File: config.mk
export PLATFORM = sky130hd
export DESIGN_NAME = fir_mac_ctrl
export DESIGN_NICKNAME = d
export VERILOG_FILES = /design/src/rtl/fir_pkg.sv /design/src/rtl/fir_delay_line.sv /design/src/rtl/fir_mac_ctrl.sv
export SDC_FILE = /design/constraint.sdc
export NUM_CORES = 1
export LEC_CHECK = 0
export CAP_MARGIN = 25
export CORE_MARGIN = 10
export CORE_UTILIZATION = 45
export CTS_BUF_LIST = sky130_fd_sc_hd__clkbuf_4 sky130_fd_sc_hd__clkbuf_8 sky130_fd_sc_hd__clkbuf_16
export CTS_CLUSTER_DIAMETER = 30
export DETAILED_ROUTE_END_ITERATION = 8
export PLACE_DENSITY_LB_ADDON = 0.08
export SLEW_MARGIN = 20
export SYNTH_ARGS = -nofsm -noshare
export SYNTH_HDL_FRONTEND = slang
export SYNTH_SLANG_ARGS = --single-unit
File: constraint.sdc
create_clock -name clk -period 9.2 [get_ports clk]
set_input_delay 0.92 -clock clk [delete_from_list [all_inputs] [get_ports clk]]
set_output_delay 0.92 -clock clk [all_outputs]
set_load 0.01 [all_outputs]
File: src/rtl/fir_pkg.sv
// Shared types and constants for the FIR multiply-accumulate sequencer.
// Optional overflow reporting in the top is enabled with FIR_OVF_EN.
package fir_pkg;

    typedef enum logic [1:0] {
        IDLE,
        MAC,
        DRAIN,
        OUT
    } fir_state_t;

    localparam int DW_DEF       = 16;
    localparam int ACCW_DEF     = 32;
    localparam int DRAIN_CYCLES = 2;

endpackage

File: src/rtl/fir_delay_line.sv
// Circular sample buffer: write at the pointer, read back by tap offset
// from the newest sample with wrap-around.
module fir_delay_line #(
    parameter int TAPS = 8,
    parameter int DW   = 16
) (
    input  logic                    clk,
    input  logic                    rst,
    input  logic                    i_we,
    input  logic [DW-1:0]           i_data,
    input  logic [$clog2(TAPS)-1:0] i_tap,
    output logic [DW-1:0]           o_data
);

    localparam int AW = $clog2(TAPS);
    localparam logic [AW-1:0] LAST   = AW'(TAPS - 1);
    localparam logic [AW:0]   TAPS_X = (AW + 1)'(TAPS);
    localparam logic [AW:0]   OFS    = (AW + 1)'(TAPS - 1);

    logic [DW-1:0] r_mem [TAPS];
    logic [AW-1:0] r_wptr;
    logic [AW:0]   w_raw;
    logic [AW-1:0] w_rd;

    always_ff @(posedge clk or posedge rst) begin
        if (rst) begin
            r_wptr <= '0;
            for (int k = 0; k < TAPS; k++) begin
                r_mem[k] <= '0;
            end
        end else if (i_we) begin
            r_mem[r_wptr] <= i_data;
            r_wptr        <= (r_wptr == LAST) ? '0 : r_wptr + 1'b1;
        end
    end

    // Newest sample sits one slot behind the (already advanced) pointer.
    assign w_raw  = {1'b0, r_wptr} + OFS - {1'b0, i_tap};
    assign w_rd   = (w_raw >= TAPS_X) ? AW'(w_raw - TAPS_X) : AW'(w_raw);
    assign o_data = r_mem[w_rd];

endmodule

File: src/rtl/fir_mac_ctrl.sv
// FIR MAC sequencer: one tap per cycle into a registered mul/add datapath.
// Define FIR_OVF_EN to add the out_ovf accumulator-wrap flag.
module fir_mac_ctrl
    import fir_pkg::*;
#(
    parameter int TAPS = 8,
    parameter int DW   = DW_DEF,
    parameter int ACCW = ACCW_DEF
) (
    input  logic                    clk,
    input  logic                    rst,
    input  logic                    in_valid,
    output logic                    in_ready,
    input  logic [DW-1:0]           in_data,
    output logic                    out_valid,
    input  logic                    out_ready,
    output logic [ACCW-1:0]         out_data,
    input  logic                    coef_we,
    input  logic [$clog2(TAPS)-1:0] coef_addr,
    input  logic [DW-1:0]           coef_wdata,
    output logic                    coef_err,
    output logic [DW-1:0]           mul_a,
    output logic [DW-1:0]           mul_b,
    input  logic [ACCW-1:0]         mul_result,
    output logic [ACCW-1:0]         add_acc_in,
    output logic [ACCW-1:0]         add_mul_out,
    input  logic [ACCW-1:0]         add_acc_out
`ifdef FIR_OVF_EN
    ,
    output logic                    out_ovf
`endif
);

    localparam int AW = $clog2(TAPS);
    localparam logic [AW-1:0] TAP_LAST = AW'(TAPS - 1);
    localparam logic [AW-1:0] DRN_LAST = AW'(DRAIN_CYCLES - 1);
    localparam logic [AW:0]   TAPS_X   = (AW + 1)'(TAPS);

    fir_state_t r_state, w_next;

    logic [AW-1:0]   r_tap;
    logic [DW-1:0]   r_coef [TAPS];
    logic [ACCW-1:0] r_out_data;
    logic            r_coef_err;
    logic            r_first_d;
    logic            w_accept;
    logic            w_coef_ok;
    logic [DW-1:0]   w_x;

    assign w_accept  = in_valid && (r_state == IDLE);
    assign w_coef_ok = coef_we && (r_state == IDLE)
                       && ({1'b0, coef_addr} < TAPS_X);

    fir_delay_line #(
        .TAPS (TAPS),
        .DW   (DW)
    ) u_dline (
        .clk    (clk),
        .rst    (rst),
        .i_we   (w_accept),
        .i_data (in_data),
        .i_tap  (r_tap),
        .o_data (w_x)
    );

    always_comb begin
        w_next    = r_state;
        in_ready  = 1'b0;
        out_valid = 1'b0;
        mul_a     = '0;
        mul_b     = '0;
        unique case (r_state)
            IDLE: begin
                in_ready = 1'b1;
                if (in_valid) w_next = MAC;
            end
            MAC: begin
                mul_a = w_x;
                mul_b = r_coef[r_tap];
                if (r_tap == TAP_LAST) w_next = DRAIN;
            end
            DRAIN: begin
                if (r_tap == DRN_LAST) w_next = OUT;
            end
            OUT: begin
                out_valid = 1'b1;
                if (out_ready) w_next = IDLE;
            end
            default: w_next = IDLE;
        endcase
    end

    // r_tap doubles as the drain counter; it restarts on every state change.
    always_ff @(posedge clk or posedge rst) begin
        if (rst) begin
            r_state    <= IDLE;
            r_tap      <= '0;
            r_out_data <= '0;
            r_coef_err <= 1'b0;
            r_first_d  <= 1'b0;
        end else begin
            r_state    <= w_next;
            r_tap      <= (r_state != w_next) ? '0 : r_tap + 1'b1;
            r_coef_err <= coef_we && !w_coef_ok;
            r_first_d  <= (r_state == MAC) && (r_tap == '0);
            if (r_state == DRAIN && r_tap == DRN_LAST) begin
                r_out_data <= add_acc_out;
            end
        end
    end

    always_ff @(posedge clk or posedge rst) begin
        if (rst) begin
            for (int k = 0; k < TAPS; k++) begin
                r_coef[k] <= '0;
            end
        end else if (w_coef_ok) begin
            r_coef[coef_addr] <= coef_wdata;
        end
    end

    // Tap-0 product starts a fresh sum; later products add to the feedback.
    assign add_acc_in  = (r_first_d || r_state == IDLE) ? '0 : add_acc_out;
    assign add_mul_out = mul_result;
    assign out_data    = r_out_data;
    assign coef_err    = r_coef_err;

`ifdef FIR_OVF_EN
    logic            r_prod_d;
    logic            r_ovf;
    logic [ACCW-1:0] w_sum;

    assign w_sum = add_acc_in + add_mul_out;

    always_ff @(posedge clk or posedge rst) begin
        if (rst) begin
            r_prod_d <= 1'b0;
            r_ovf    <= 1'b0;
        end else begin
            r_prod_d <= (r_state == MAC);
            if (w_accept) begin
                r_ovf <= 1'b0;
            end else if (r_prod_d && (w_sum < add_acc_in)) begin
                r_ovf <= 1'b1;
            end
        end
    end

    assign out_ovf = r_ovf;
`endif

endmodule

==> flow_summary.ini <==
[worst_setup_path]
path_delay_family = buffers and inverters
worstSetupStartpointType = register
endpoint = mul_a[8]
criticalPathCategory = register to output port
path_buf_inv = 2
path_cells = ha_2 -> fa_1 -> buf_4 -> mux4_2 -> mux2i_1 -> nor2_1 -> clkdlybuf4s50_1
rrSetupSlack_ns = 6.63
r2r_start = r_tap[0]$_DFF_PP0_
cp-end-kind = output port
path_depth = 7
startpoint = u_dline.r_wptr[0]$_DFFE_PP0P_
crit_slowest_cell = clkdlybuf4s50_1
regToRegEndpoint = out_data[14]$_DFFE_PP0P_
slowest_delay_ns = 0.53
cp_max_fo = 32
cp.required_ns = 8.28
r2r_cells = 5
worstPathArrival_ns = 3.31

[grt]
grt_pass1_wl_um = 54100
antenna_found_initial = 2
grt_use_met2_pct = 28.4
top_usage_layer = met2
grt_use_total_pct = 17.9
met1_usage_pct = 23.0
grt_max_degree = 164
first_global_vias = 9070
met3_usage_pct = 5.22
grt_overflow = 0

[synthesis]
ys_seq_area_share_pct = 53.4
syn_area_sq_um = 14000
synth-seq-cells = 298
synth_top_area_share_pct = 53.4
synth_area_leaders = dfrtp_1, mux2_2, mux4_2
synth_nets = 1007
syn_avg_cell_area_sq_um = 15.6
synthCells = 895
ys_warn_count = 0
synth_area_leader_cell = dfrtp_1
synth.distinct_cells = 37

[sta]
relSlewSlack_pct = 36.4
hold_violations = 0
final_max_slew_viol_count = 0
fmax_mhz = 236
fin_crit_sh_pct = 46.0
worst_pin_slew_ns = 0.955
finalCriticalPeriod_ns = 4.23
fin_setup_tns_ns = 0
rsz0062_at_grt = no
finClkSkew_ns = 0.0224
setup_viol = 0
finalHoldWorstSlack_ns = 0.489

[cells_and_area]
syn_to_final_growth_pct = 31.5
utilization_pct = 60.1
diodes = 0
drive_gt1_share_pct = 46.0
n_fill_cell = 2385
nNetsFinal = 1188

[power_and_ir_drop]
powerDensity_nw_per_um2 = 424
ir_drop_v = 0.000210
p_leak_nw = 8.03

[floorplanning]
start_util_pct = 45.7
ios = 235
num_rows = 64
dieArea_sq_um = 38500
die_h_um = 196
die_x_um = 196
core_area_sq_um = 30600

[outcome]
status = complete, no violations

[route]
firstDrtPassIters = 4
vias = 8209
first_iter_violations = 309
routedWlPerCell_um = 22.4
wl_um = 34200
routed_via_density = 5.38
drc = 0
postRouteAntennaNets = 0

[cts]
hold_buffers = 0
cts_setup_buffers = 0
htreeDepth = 3
cts_tree = built
cts_resized = 0
cts_sinks = 298
cts_buffers = 69
clkLatencyLatePin_ns = 0.55
clock_tree.buffer_depth = 3
clk_pin_slew_worst_paths_ns = 0.04
cts_root_buffer = clkbuf_16

[place]
portBuffers = 170
gp_congestion = 0.714
hpwl_um = 21600

[run]
cap_viol_max_count = 0

[min_path]
min_path_type = register to register
kinds of logic after synthesis:
group,synth area share [%]
and+or+nand+nor,4.65
AOI/OAI and AO/OA,0.161
xor gates and xnor gates,0.161
adders and majority gates,0.770
muxes,36.7
buffers and inverters,4.23
DFF,53.4
layout by cell type, fill, tap and decap left out, types with 13 or more instances in the layout:
| cell | synthesis | final |
|---|---|---|
| mux2_4 | 20 | 20 |
| nor2_1 | 34 | 34 |
| buf_4 | 39 | 15 |
| mux2_2 | 264 | 264 |
| mux2i_1 | 33 | 33 |
| mux4_2 | 64 | 64 |
| clkdlybuf4s50_1 | 0 | 170 |
| dfrtp_1 | 298 | 297 |
| and2_1 | 32 | 32 |
| bufinv_16 | 0 | 13 |
| clkbuf_16 | 0 | 71 |
| clkinv_2 | 0 | 13 |
cell type report:
type | instances | area, sq um | share of cell area (%)
multi-input cells | 509 | 5940 | 32.3
flip-flops and latches | 298 | 7460 | 40.6
well taps | 396 | 495 | 2.70
inverters | 3 | 18.8 | 0.102
clock buffers | 87 | 1940 | 10.6
clock inverters | 37 | 561 | 3.05
repair buffers | 195 | 1970 | 10.7
registers in the layout, summed over array words and instances (netlist names):
| register | flops |
|---|---|
| r_coef | 128 |
| u_dline.r_mem | 128 |
| out_data | 32 |
| r_tap | 3 |
| u_dline.r_wptr | 3 |
| r_state | 2 |
| coef_err | 1 |
| r_first_d | 1 |
through the flow:
step	area [sq um]	cells	power, mW	worst slack [ns]
floorplan	14000	895	4.25	0.0475
global placement	15700	1392	5.20	5.48
detailed placement	15800	1400	5.26	5.46
CTS	18400	1524	7.90	4.88
global route	18400	1525	8.25	4.75
finish	18400	1525	7.79	4.97
where the power goes:
group | internal [mW] | leakage (nW) | total [mW] | switching (mW)
Sequential | 1.95 | 3.75 | 2.28 | 0.329
Combinational | 1.74 | 3.04 | 2.92 | 1.18
Clock | 1.85 | 1.23 | 2.59 | 0.743
Total | 5.54 | 8.03 | 7.79 | 2.25
Yosys cell counts (all sizes together):
cell    count
or2b        1
nor2b       4
mux2      289
nor3b       3
o21ai       1
a21o        1
nor2       43
nand2       4
or3         2
ha          7
a21oi       2
dfrtp     298
nand2b      2
or3b        3
and2       33
xnor3       1
nor3        5
fa          1
buf        67
clkbuf     18
inv         3
nand3       4
and3b       1
mux4       65
mux2i      33
nand3b      4
per-layer routing:
metal / part of all wire, % / wire [um]
met2: 47 / 16100
met4: 2.0 / 681
met3: 6.1 / 2100
met5: 0 / 0
met1: 45 / 15300
how the worst min path moves through the flow:
stage,cells after the start,to,start,slack [ns]
after floorplan,1,u_dline.r_mem[52]$_DFFE_PP0P_,u_dline.r_mem[52]$_DFFE_PP0P_,0.45
after global placement,1,u_dline.r_mem[56]$_DFFE_PP0P_,u_dline.r_mem[56]$_DFFE_PP0P_,0.47
after detailed placement,1,u_dline.r_mem[55]$_DFFE_PP0P_,u_dline.r_mem[55]$_DFFE_PP0P_,0.47
after CTS,1,u_dline.r_mem[55]$_DFFE_PP0P_,u_dline.r_mem[55]$_DFFE_PP0P_,0.49
after global routing,1,u_dline.r_mem[124]$_DFFE_PP0P_,u_dline.r_mem[124]$_DFFE_PP0P_,0.51
final,1,u_dline.r_mem[55]$_DFFE_PP0P_,u_dline.r_mem[55]$_DFFE_PP0P_,0.49
Power figures use the tool's default switching activity.
